==> src/rtl/pipeline_fetch_queue_pkg.sv <==
`default_nettype none
// ============================================================================
//  Module      : pipeline_fetch_queue_pkg
//  Description : Shared definitions for the fetch stage: default widths,
//                NOP encoding and run-state encodings.
//  Revision    : 1.0 - initial release
// ============================================================================
package pipeline_fetch_queue_pkg;

    localparam int ADDR_W_DEF  = 32;
    localparam int INSTR_W_DEF = 32;

    // addi x0, x0, 0
    localparam logic [31:0] NOP_INSTR = 32'h0000_0013;

    // Run state of the fetch unit
    typedef enum logic [1:0] {
        ST_IDLE   = 2'd0,
        ST_RUN    = 2'd1,
        ST_HALTED = 2'd2
    } run_state_e;

endpackage : pipeline_fetch_queue_pkg
`default_nettype wire

==> src/rtl/pipeline_fetch_queue_fifo.sv <==
`default_nettype none
// ============================================================================
//  Module      : pipeline_fifo
//  Description : DEPTH-entry synchronous FIFO with single-cycle flush.
//                Head entry is read straight out of storage (no bypass), so
//                a pushed entry becomes visible on the cycle after the push.
//  Ports       : clk, rst_n      - clock, async active-low reset
//                push_i/wdata_i  - enqueue request and data
//                pop_i           - dequeue head (ignored when empty)
//                flush_i         - drop all entries (wins over push/pop)
//                rdata_o         - head entry (zero while empty)
//                count_o/full_o/empty_o - occupancy status
//  Revision    : 1.0 - initial release
// ============================================================================
module pipeline_fifo #(
    parameter int DEPTH = 4,
    parameter int WIDTH = 64
) (
    input  logic                       clk,
    input  logic                       rst_n,
    input  logic                       push_i,
    input  logic [WIDTH-1:0]           wdata_i,
    input  logic                       pop_i,
    input  logic                       flush_i,
    output logic [WIDTH-1:0]           rdata_o,
    output logic [$clog2(DEPTH):0]     count_o,
    output logic                       full_o,
    output logic                       empty_o
);

    localparam int PTR_W = $clog2(DEPTH);
    localparam int CNT_W = PTR_W + 1;

    logic [WIDTH-1:0] mem_q [DEPTH];
    logic [PTR_W-1:0] wr_ptr_q, wr_ptr_d;
    logic [PTR_W-1:0] rd_ptr_q, rd_ptr_d;
    logic [CNT_W-1:0] count_q,  count_d;
    logic             pop_ok;
    logic             push_ok;

    assign empty_o = (count_q == '0);
    assign full_o  = (count_q == CNT_W'(DEPTH));
    assign count_o = count_q;

    // A push into a full FIFO is only legal when the head leaves the same cycle
    assign pop_ok  = pop_i & ~empty_o;
    assign push_ok = push_i & (~full_o | pop_ok);

    always_comb begin
        wr_ptr_d = wr_ptr_q;
        rd_ptr_d = rd_ptr_q;
        count_d  = count_q;
        if (flush_i) begin
            wr_ptr_d = '0;
            rd_ptr_d = '0;
            count_d  = '0;
        end else begin
            if (push_ok) wr_ptr_d = wr_ptr_q + 1'b1;
            if (pop_ok)  rd_ptr_d = rd_ptr_q + 1'b1;
            case ({push_ok, pop_ok})
                2'b10:   count_d = count_q + 1'b1;
                2'b01:   count_d = count_q - 1'b1;
                default: count_d = count_q;
            endcase
        end
    end

    always_ff @(posedge clk or negedge rst_n) begin
        if (!rst_n) begin
            wr_ptr_q <= '0;
            rd_ptr_q <= '0;
            count_q  <= '0;
        end else begin
            wr_ptr_q <= wr_ptr_d;
            rd_ptr_q <= rd_ptr_d;
            count_q  <= count_d;
        end
    end

    // Storage is never cleared; validity is tracked by count alone
    always_ff @(posedge clk) begin
        if (push_ok && !flush_i) begin
            mem_q[wr_ptr_q] <= wdata_i;
        end
    end

    assign rdata_o = empty_o ? '0 : mem_q[rd_ptr_q];

endmodule : pipeline_fifo
`default_nettype wire

==> src/rtl/pipeline_fetch_queue.sv <==
`default_nettype none
// ============================================================================
//  Module      : pipeline_fetch_queue
//  Description : Fetch stage owning the PC and an instruction queue between
//                instruction memory and decode. Supports start-address load,
//                branch/jump redirect with flush, and halt.
//  Ports       : clk, rst_n                  - clock, async active-low reset
//                start_valid/start_addr      - load PC, flush, enter RUN
//                redirect_valid/redirect_addr- taken branch, flush, new PC
//                halt                        - stop fetching
//                imem_addr/imem_req/imem_rdata - combinational imem interface
//                deq_valid/deq_ready/deq_instr/deq_pc_plus4 - decode side
//                count/full/empty            - queue occupancy
//  Revision    : 1.0 - initial release
// ============================================================================
module pipeline_fetch_queue
    import pipeline_fetch_queue_pkg::*;
#(
    parameter int ADDR_W  = ADDR_W_DEF,
    parameter int INSTR_W = INSTR_W_DEF,
    parameter int DEPTH   = 4
) (
    input  logic                     clk,
    input  logic                     rst_n,
    input  logic                     start_valid,
    input  logic [ADDR_W-1:0]        start_addr,
    input  logic                     redirect_valid,
    input  logic [ADDR_W-1:0]        redirect_addr,
    input  logic                     halt,
    output logic [ADDR_W-1:0]        imem_addr,
    output logic                     imem_req,
    input  logic [INSTR_W-1:0]       imem_rdata,
    output logic                     deq_valid,
    input  logic                     deq_ready,
    output logic [INSTR_W-1:0]       deq_instr,
    output logic [ADDR_W-1:0]        deq_pc_plus4,
    output logic [$clog2(DEPTH):0]   count,
    output logic                     full,
    output logic                     empty
);

    localparam int ENTRY_W = INSTR_W + ADDR_W;

    run_state_e         state_q;
    logic [ADDR_W-1:0]  pc_q;
    logic [ADDR_W-1:0]  pc_plus4;
    logic               deq_fire;
    logic               redirect_take;
    logic               flush;
    logic               enq;
    logic [ENTRY_W-1:0] head_entry;

    assign pc_plus4      = pc_q + ADDR_W'(4);
    assign deq_valid     = ~empty;
    assign deq_fire      = deq_valid & deq_ready;
    // Redirects only matter once a program has been started
    assign redirect_take = redirect_valid & (state_q != ST_IDLE);
    assign flush         = start_valid | redirect_take;
    // A full queue still accepts a fetch when its head leaves this cycle
    assign enq           = (state_q == ST_RUN) & ~redirect_valid & ~start_valid
                         & ~halt & (~full | deq_fire);

    assign imem_req  = enq;
    assign imem_addr = pc_q;

    // Run-state FSM and PC register
    always_ff @(posedge clk or negedge rst_n) begin
        if (!rst_n) begin
            state_q <= ST_IDLE;
            pc_q    <= '0;
        end else if (start_valid) begin
            state_q <= ST_RUN;
            pc_q    <= start_addr;
        end else if (redirect_take) begin
            pc_q    <= redirect_addr;
        end else begin
            if (halt && state_q == ST_RUN) begin
                state_q <= ST_HALTED;
            end
            if (enq) begin
                pc_q <= pc_plus4;
            end
        end
    end

    pipeline_fifo #(
        .DEPTH (DEPTH),
        .WIDTH (ENTRY_W)
    ) u_fifo (
        .clk     (clk),
        .rst_n   (rst_n),
        .push_i  (enq),
        .wdata_i ({imem_rdata, pc_plus4}),
        .pop_i   (deq_fire),
        .flush_i (flush),
        .rdata_o (head_entry),
        .count_o (count),
        .full_o  (full),
        .empty_o (empty)
    );

    assign deq_instr    = head_entry[ENTRY_W-1:ADDR_W];
    assign deq_pc_plus4 = head_entry[ADDR_W-1:0];

endmodule : pipeline_fetch_queue
`default_nettype wire

==> config.mk <==
export PLATFORM = sky130hd
export DESIGN_NAME = pipeline_fetch_queue
export DESIGN_NICKNAME = d
export VERILOG_FILES = /design/src/rtl/pipeline_fetch_queue_pkg.sv /design/src/rtl/pipeline_fetch_queue_fifo.sv /design/src/rtl/pipeline_fetch_queue.sv
export SDC_FILE = /design/constraint.sdc
export NUM_CORES = 1
export LEC_CHECK = 0
export BUFFER_PORTS_ARGS = -buffer_cell sky130_fd_sc_hd__buf_2
export CORE_ASPECT_RATIO = 1.25
export CORE_MARGIN = 5
export CORE_UTILIZATION = 63
export CTS_BUF_LIST = sky130_fd_sc_hd__clkbuf_8
export CTS_CLUSTER_DIAMETER = 30
export DETAILED_ROUTE_END_ITERATION = 10
export HOLD_SLACK_MARGIN = 0.1
export PLACE_DENSITY_LB_ADDON = 0.08
export SLEW_MARGIN = 5
export SYNTH_ARGS = -nofsm -noshare
export SYNTH_HDL_FRONTEND = slang
export SYNTH_SLANG_ARGS = --single-unit
==> constraint.sdc <==
create_clock -name clk -period 9.4 [get_ports clk]
set_input_delay 1.88 -clock clk [delete_from_list [all_inputs] [get_ports clk]]
set_output_delay 1.88 -clock clk [all_outputs]
set_load 0.03 [all_outputs]
## After elaboration in Yosys (flattened, before gate mapping)

Memories as Yosys holds them, arrays and structs flattened.
Cells that the tools add are included.

- Memories: 1
- Input port bits: 102
- Register bits: 41
- Word-level logic and storage cells: 58
- Output and inout bits: 103
- RAM bits: 256

Memory list:

| memory | words | width | read ports | clocked after Yosys merged registers in | wr ports | line | text |
|---|---|---|---|---|---|---|---|
| u_fifo.mem_q | 4 | 64 | 1 | 0 | 1 | pipeline_fetch_queue_fifo.sv:34 | `logic [WIDTH-1:0] mem_q [DEPTH];` |

- $add $sub $neg: 5
- Reduce and logical (&&, ||, !) cells: 11
- Bitwise gates (word level): 16
- Equality and inequality tests: 5
- Muxes and demuxes: 15

Operators by type and width:

| kind | count |
|---|---|
| 32-bit 2-to-1 mux | 3 |
| 64-bit 2-to-1 mux | 1 |
| 32-bit by 3-bit adder with 32-bit output, second input constant | 1 |
| 2-bit 2-to-1 mux | 7 |
| 1-bit bitwise AND | 8 |
| 2-bit nonzero test | 4 |
| 3-bit one-hot mux with 2 select lines | 1 |
| 3-bit nonzero test | 2 |
| 1-bit NOT | 5 |
| 2-bit by 1-bit adder with 2-bit output, second input constant | 2 |
| 2-bit by 1-bit == test with 1-bit output, second input constant | 2 |
| 3-bit by 1-bit adder with 3-bit output, second input constant | 1 |
| 3-bit == test, second input constant | 1 |
| 3-bit logical NOT | 1 |
| 3-bit 2-to-1 mux | 1 |
| 1-bit bitwise OR | 3 |
| 3-bit by 1-bit subtractor with 3-bit output, second input constant | 1 |
| 2-bit == test, second input constant | 1 |
| 1-bit logical AND | 2 |
| 1-bit 2-to-1 mux | 2 |
| 2-bit inequality test, second input constant | 1 |
| 2-bit AND reduction | 1 |
| 1-bit logical NOT | 1 |

## Logic depth before layout (Yosys ltp)

Gate-level depths: netlist of the first run.

- Word-level depth: 9
- Depth in mapped cells: 9
- Gate-level depth less buffers: 8

## Modules after synthesis

A second synthesis of the first run with hierarchy kept.

- Cell total of the unflattened synthesis: 845
- Area, all modules: 13,238.9 um^2

By module, submodules not included:

| module | cells each | area each (um^2) | sequential area each (um^2) | times used |
|---|---|---|---|---|
| pipeline_fifo | 467 | 10,219.8 | 7,862.5 | 1 |
| pipeline_fetch_queue | 378 | 3,019.1 | 850.8 | 1 |

## Least setup slack after synthesis of the first run

Ideal clock, no wire load.

- Path type: input to output
- Start: input port deq_ready
- End: output port imem_req
- Cell stages on the path: 5
- Arrival: 2.913 ns
- Slack: 4.607 ns
- Buffers on the path: 2
- Required time: 7.520 ns
- Cell sequence: buf_2 > or4b_4 > nand3_4 > inv_2 > buf_6

- Cells in the longest elaborated chain, start to end: 3

Ends and longest elaborated chain:

| element | line | text |
|---|---|---|
| from (decl) | pipeline_fetch_queue.sv:34 | `input logic deq_ready,` |
| 1-bit bitwise AND | pipeline_fetch_queue.sv:55 | `assign deq_fire = deq_valid & deq_ready;` |
| 1-bit bitwise OR | pipeline_fetch_queue.sv:61 | `& ~halt & (~full \| deq_fire);` |
| 1-bit bitwise AND | pipeline_fetch_queue.sv:61 |  |
| to (decl) | pipeline_fetch_queue.sv:31 | `output logic imem_req,` |

Every way passes these cells.

## Worst setup path in the final report of the first run

- Start: input port start_valid
- End: output port imem_req

- Cells in the longest elaborated chain, start to end: 4

Ends and longest elaborated chain:

| element | line | text |
|---|---|---|
| from (decl) | pipeline_fetch_queue.sv:25 | `input logic start_valid,` |
| 1-bit NOT | pipeline_fetch_queue.sv:60 | `assign enq = (state_q == ST_RUN) & ~redirect_valid & ~start_valid` |
| 1-bit bitwise AND | pipeline_fetch_queue.sv:60 |  |
| 1-bit bitwise AND (2 in a row) | pipeline_fetch_queue.sv:61 |  |

Every way passes these cells.

==> flow_metrics.env, run 1 <==
export IMPL_outcome="finished, final reports clean"
export IMPL_report_final_slew_viol_count=0
export IMPL_io_pins=205
export IMPL_numPortBuffers=204
export IMPL_final_setup_skew_ns=0.0198
export IMPL_synthCells=814
export IMPL_clock_latency_ns=0.55
export IMPL_dr_pass1_iters=5
export IMPL_p_sw_frac=0.245
export IMPL_wl_per_cell_um=21.3
export IMPL_synth_seq_cells=297
export IMPL_avgSynthCellArea_um2=15.9
export IMPL_synthArstFlopShare=0.138
export IMPL_switchingPower_uw=687
export IMPL_period_minus_slack_ns=5.45
export IMPL_fp_coreArea_mm2=0.0202
export IMPL_grt_pass1_vias=8378
export IMPL_reg2reg_to="u_fifo.mem_q[0][52]$_DFFE_PP_"
export IMPL_chipWidth_um=138
export IMPL_finalHoldViolations=0
export IMPL_place_hpwl_mm=18.2
export IMPL_cts_htree_levels=2
export IMPL_synth_distinct_cells=74
export IMPL_area_growth_pct=16.3
export IMPL_cts_made_buffers=45
export IMPL_nets=1135
export IMPL_reg2reg_slack_ns=6.53
export IMPL_yosys_top_cells_count="256 x edfxtp_1, 74 x and2_1, 64 x mux4_2, 44 x nand2_1"
export IMPL_power_density_mw_per_mm2=186
export IMPL_synth_top_cell_area_share=0.593
export IMPL_setup_violations=0
export IMPL_worst_pin_slew_ns=1.02
export IMPL_fmax_mhz=184
export IMPL_p_leak_uw=0.00554
export IMPL_initial_core_util=0.643
export IMPL_p_int_uw=2120
export IMPL_ant_nets=0
export IMPL_ff2ff_path_depth=4
export IMPL_slew_headroom=0.323
export IMPL_holdCritPathClass="reg -> reg"
export IMPL_yosysWarnings=0
export IMPL_p_comb_frac=0.091
export IMPL_cp_max_fo=45
export IMPL_drc=0
export IMPL_crit_end="imem_req"
export IMPL_antenna_found_initial=1
export IMPL_crit_arrival_ns=3.57
export IMPL_p_clk_frac=0.367
export IMPL_wirelength_mm=28.4
export IMPL_grt_ovfl_total=0
export IMPL_grt_usage=0.244
export IMPL_clock_sinks=297
export IMPL_grt_pass1_wl_mm=44.9
export IMPL_setup_tns_ns=0
export IMPL_rsz0062_at_grt="false"
export IMPL_routed_via_density=5.91
export IMPL_drt_iter0_markers=501
export IMPL_postLayoutCoreUtil=0.748
export IMPL_post_cts_buffers=0
export IMPL_crit_path_start="start_valid"
export IMPL_maxCapViolCount=0
export IMPL_syn_area_mm2=0.0130
export IMPL_seq_area_frac_synth=0.672
export IMPL_place_congestion=0.871
export IMPL_synth_edf_count=256
export IMPL_yosysMostFrequentCell="edfxtp_1"
export IMPL_cts_tree="done"
export IMPL_dieArea_mm2=0.0236
export IMPL_clk_pin_slew_ns=0.06
export IMPL_drive_above_1_share=0.342
export IMPL_vias=7883
export IMPL_start_kind="input pin"
export IMPL_max_vdd_ir_drop_v=0.000150
export IMPL_critical_path_class="in -> out"
export IMPL_pwr_share_seq=0.542
export IMPL_synth_top_area_cell="edfxtp_1"
export IMPL_end_kind="primary output"
export IMPL_r2r_start="state_q[1]$_DFFE_PN0P_"
export IMPL_synth_area_leaders="edfxtp_1 59%, mux4_2 11%, dfrtp_1 7.9%"
export IMPL_root_buffer="clkbuf_8"
export IMPL_cts_resized_gates=0
export IMPL_mappedNetlistNets=922
export IMPL_critPathRequiredTime_ns=7.52
export IMPL_clk_path_buf_depth=3
export IMPL_synth_flop_cell="edfxtp_1"
export IMPL_hold_buffers=0
export IMPL_grt_max_degree=69
export IMPL_period_share=0.580
export IMPL_rows=58
export IMPL_die_h_um=170
-- how the worst min path moves through the flow --
stage / startpoint / end / cells after the start
floorplan: imem_addr[0]$_DFFE_PN0P_ / u_fifo.mem_q[0][0]$_DFFE_PP_ / 0
global placement: imem_addr[0]$_DFFE_PN0P_ / u_fifo.mem_q[2][0]$_DFFE_PP_ / 0
detailed placement: imem_addr[0]$_DFFE_PN0P_ / u_fifo.mem_q[2][0]$_DFFE_PP_ / 0
CTS: imem_addr[0]$_DFFE_PN0P_ / u_fifo.mem_q[1][0]$_DFFE_PP_ / 0
global route: imem_addr[0]$_DFFE_PN0P_ / u_fifo.mem_q[1][0]$_DFFE_PP_ / 0
finish: imem_addr[0]$_DFFE_PN0P_ / u_fifo.mem_q[2][0]$_DFFE_PP_ / 0
-- power groups by stage --
| stage | Sequential, µW | Combinational (µW) | Clock, µW |
|---|---|---|---|
| 6_report | 1520 | 255 | 1030 |
| 5_1_grt | 1520 | 277 | 1120 |
| 4_1_cts | 1520 | 256 | 1050 |
| 3_5_place_dp | 1550 | 255 | 0 |
| 3_3_place_gp | 1550 | 250 | 0 |
| 2_1_floorplan | 1570 | 132 | 0 |
-- layout make-up --
class / count / area [µm²]
fillers: 1317 / 5090
well taps: 270 / 338
clock buffers: 50 / 688
repair buffers: 212 / 1080
inverters: 16 / 60.1
flip-flops and latches: 297 / 8720
multi-input cells: 455 / 3990
clock inverters: 33 / 206
diodes: 1 / 2.50
-- critical path: stages --
cell and delay (ns):
buf_2 0.09, buf_4 0.27, inv_2 0.41, nand3_4 0.30, inv_2 0.33, buf_2 0.27
-- layout by cell type (no fill, tap or decap), types with 4 or more instances in the layout --
| cell | n |
|---|---|
| clkinv_1 | 10 |
| nor2_1 | 41 |
| clkinv_2 | 4 |
| nor3_1 | 8 |
| dfrtp_1 | 39 |
| buf_4 | 8 |
| buf_2 | 204 |
| nand2_1 | 44 |
| and2_1 | 70 |
| xnor2_1 | 20 |
| ha_1 | 5 |
| clkinvlp_4 | 4 |
| mux4_2 | 64 |
| clkbuf_8 | 50 |
| xor2_1 | 11 |
| inv_1 | 25 |
| o21ai_0 | 31 |
| o2bb2ai_1 | 9 |
| and2_4 | 4 |
| nand4_1 | 8 |
| and4_1 | 6 |
| or3_1 | 9 |
| and3_1 | 7 |
| a21oi_1 | 20 |
| a31oi_1 | 8 |
| nand3_1 | 17 |
| a2bb2oi_1 | 7 |
| edfxtp_1 | 256 |
| a22oi_1 | 4 |
-- metal layers --
metal,track usage,routed length (µm)
met1,0.311,11100
met4,0.0731,561
met3,0.0554,2190
met5,0,0
met2,0.425,14500
-- sequential cells by signal (all words and copies together), names as in the netlist --
register,cells
u_fifo.mem_q,256
u_fifo.count_o,3
u_fifo.rd_ptr_q,2
state_q,2
u_fifo.wr_ptr_q,2
imem_addr,32
-- logic make-up after synthesis --
family / Yosys count / synth area share
AO/OA/AOI/OAI: 112 / 0.0581
AND/OR/NAND/NOR: 237 / 0.106
buffers and inverters: 62 / 0.0215
adder cells (fa/ha/maj): 6 / 0.00637
multiplexers: 68 / 0.114
XOR/XNOR: 32 / 0.0222
flip-flops: 297 / 0.672
-- metrics by stage --
stage	instances	hold WS (ns)	total power (µW)	setup WS, ns	instance area (µm²)
after detailed placement	1250	0.542	1800	3.98	14200
after floorplan	814	0.497	1700	4.61	13000
after global routing	1334	0.577	2920	3.81	15100
final	1334	0.542	2800	3.95	15100
after CTS	1333	0.543	2830	3.98	15100
after global placement	1250	0.533	1800	4.00	14200
(Power assumes the default switching activity.)
==> run 2, diff against run 1 <==
--- a/config.mk
+++ b/config.mk
@@ -8,7 +8,7 @@
 export BUFFER_PORTS_ARGS = -buffer_cell sky130_fd_sc_hd__buf_2
 export CORE_ASPECT_RATIO = 1.25
 export CORE_MARGIN = 5
-export CORE_UTILIZATION = 63
+export CORE_UTILIZATION = 53
 export CTS_BUF_LIST = sky130_fd_sc_hd__clkbuf_8
 export CTS_CLUSTER_DIAMETER = 30
 export DETAILED_ROUTE_END_ITERATION = 10
==> constraint.sdc (replaced) <==
create_clock -name clk -period 5 [get_ports clk]
set_input_delay 1 -clock clk [delete_from_list [all_inputs] [get_ports clk]]
set_output_delay 1 -clock clk [all_outputs]
set_load 0.03 [all_outputs]
==> flow_metrics.env, run 2 (synthesis gave the netlist of run 1 again) <==
export IMPL_vias=7887
export IMPL_outcome="finished, final reports clean"
export IMPL_most_common_layout_cells="256 x edfxtp_1, 204 x buf_2, 70 x and2_1"
export IMPL_period_share=0.736
export IMPL_setup_tns_ns=0
export IMPL_place_congestion=0.865
export IMPL_grt_max_degree=69
export IMPL_wl_per_cell_um=21.0
export IMPL_area_growth_pct=18.8
export IMPL_p_leak_uw=0.00569
export IMPL_clock_latency_ns=0.56
export IMPL_dr_pass1_iters=4
export IMPL_grt_pass1_vias=8167
export IMPL_period_minus_slack_ns=3.68
export IMPL_critPathRequiredTime_ns=4.00
export IMPL_clk_path_buf_depth=3
export IMPL_rsz0062_at_grt="false"
export IMPL_wirelength_mm=29.7
export IMPL_cts_made_buffers=49
export IMPL_drc=0
export IMPL_fp_coreArea_mm2=0.0243
export IMPL_antenna_cells=0
export IMPL_cpMaxStageDelayCell="dfrtp_4"
export IMPL_totalPowerFinal_uw=5570
export IMPL_cts_htree_levels=2
export IMPL_reg2reg_slack_ns=1.94
export IMPL_r2r_start="u_fifo.count_o[1]$_DFFE_PN0P_"
export IMPL_rows=64
export IMPL_holdCritPathClass="in -> async"
export IMPL_hold_buffers=0
export IMPL_grt_ovfl_total=0
export IMPL_cts_resized_gates=0
export IMPL_drt_iter0_markers=430
export IMPL_multi_input_area_mm2=0.00399
export IMPL_root_buffer="clkbuf_8"
export IMPL_dp_slack_ns=1.38
export IMPL_grt_pass1_wl_mm=46.0
export IMPL_dieArea_mm2=0.0277
export IMPL_fmax_mhz=272
export IMPL_cts_tree="done"
export IMPL_regMostFlops="u_fifo.mem_q"
export IMPL_drive_above_1_share=0.352
export IMPL_largest_register_ffs=256
export IMPL_seq_area_mm2=0.00872
export IMPL_post_cts_buffers=0
export IMPL_path_cells="buf_4 -> mux4_2 -> and2_1 -> buf_2"
export IMPL_slew_headroom=0.289
export IMPL_max_vdd_ir_drop_v=0.000156
export IMPL_grt_usage=0.216
export IMPL_die_h_um=185
export IMPL_slowest_delay_ns=0.72
export IMPL_reg2reg_to="u_fifo.count_o[2]$_DFFE_PN0P_"
export IMPL_setup_violations=0
export IMPL_dp_cells=1318
export IMPL_clock_sinks=297
export IMPL_ff2ff_path_depth=7
export IMPL_start_kind="flop"
export IMPL_worst_pin_slew_ns=1.07
export IMPL_ant_nets=0
export IMPL_worst_hold_slack_ns=0.522
export IMPL_final_setup_skew_ns=0.0135
export IMPL_numPortBuffers=204
export IMPL_end_kind="primary output"
export IMPL_cp_max_fo=24
export IMPL_clk_pin_slew_ns=0.06
export IMPL_power_density_mw_per_mm2=361
export IMPL_final_common_cell="edfxtp_1"
export IMPL_finalWorstSetupSlack_ns=1.32
export IMPL_initial_core_util=0.533
export IMPL_place_hpwl_mm=19.9
export IMPL_fillCellCount=1916
export IMPL_crit_arrival_ns=2.68
export IMPL_finalHoldViolations=0
export IMPL_routed_via_density=5.60
export IMPL_antenna_found_initial=0
export IMPL_fin_cells=1409
export IMPL_maxCapViolCount=0
export IMPL_io_pins=205
export IMPL_report_final_slew_viol_count=0
export IMPL_nets=1147
export IMPL_critical_path_class="reg -> out"
export IMPL_chipWidth_um=150
==> run 2: changes by cell type in the layout (fill, tap and decap cells not counted), sizes merged <==
cell	delta
clkinvlp	-2
clkbuf	+1
bufinv	+4
buf	+8
diode	-1
inv	+5
==> run 2: cell type report <==
type	instances	share of cell area
tap	330	0.0268
inverter	16	0.00390
timing repair buffer	220	0.0765
multi-input combinational	455	0.259
clock inverter	40	0.0227
clock buffer	51	0.0455
sequential	297	0.566
==> run 2: power breakdown <==
part	internal [µW]	leakage, µW	total [µW]	switching (µW)
Sequential	2790	0.00278	2860	78.0
Combinational	166	0.00233	487	321
Clock	1270	0.000587	2220	946
Total	4230	0.00569	5570	1350
==> run 2: worst max-delay path, delay by kind of cell (launching register included) <==
kind / cells / cell delay (ns)
buffers and inverters: 2 / 0.65
and+or+nand+nor: 1 / 0.18
DFF: 1 / 0.72
muxes: 1 / 0.55
==> run 2: per-stage QoR <==
step | instance area, µm² | util
after floorplan | 13000 | -
after global placement | 14400 | 0.590
after detailed placement | 14400 | 0.590
after CTS | 15400 | 0.633
after global routing | 15400 | 0.633
final | 15400 | 0.633
==> run 2: per-layer routing <==
layer | track usage | up-vias | wire, µm
met5 | 0 | - | 0
met4 | 0.0652 | 0 | 706
met3 | 0.0396 | 43 | 1870
met2 | 0.356 | 298 | 14600
met1 | 0.298 | 3918 | 12500
li1 | - | 3628 | -
==> run 2: worst max-delay path by stage <==
stage	from	endpoint	slack (ns)	cells after the start
after detailed placement	redirect_valid	u_fifo.mem_q[2][60]$_DFFE_PP_	1.38	6
after CTS	u_fifo.rd_ptr_q[0]$_DFFE_PN0P_	deq_pc_plus4[4]	1.21	4
after global placement	redirect_valid	u_fifo.mem_q[2][59]$_DFFE_PP_	1.45	6
after global routing	u_fifo.rd_ptr_q[0]$_DFFE_PN0P_	deq_pc_plus4[4]	1.12	4
final	u_fifo.rd_ptr_q[0]$_DFFE_PN0P_	deq_pc_plus4[4]	1.32	4
after floorplan	redirect_valid	u_fifo.mem_q[0][0]$_DFFE_PP_	1.13	5
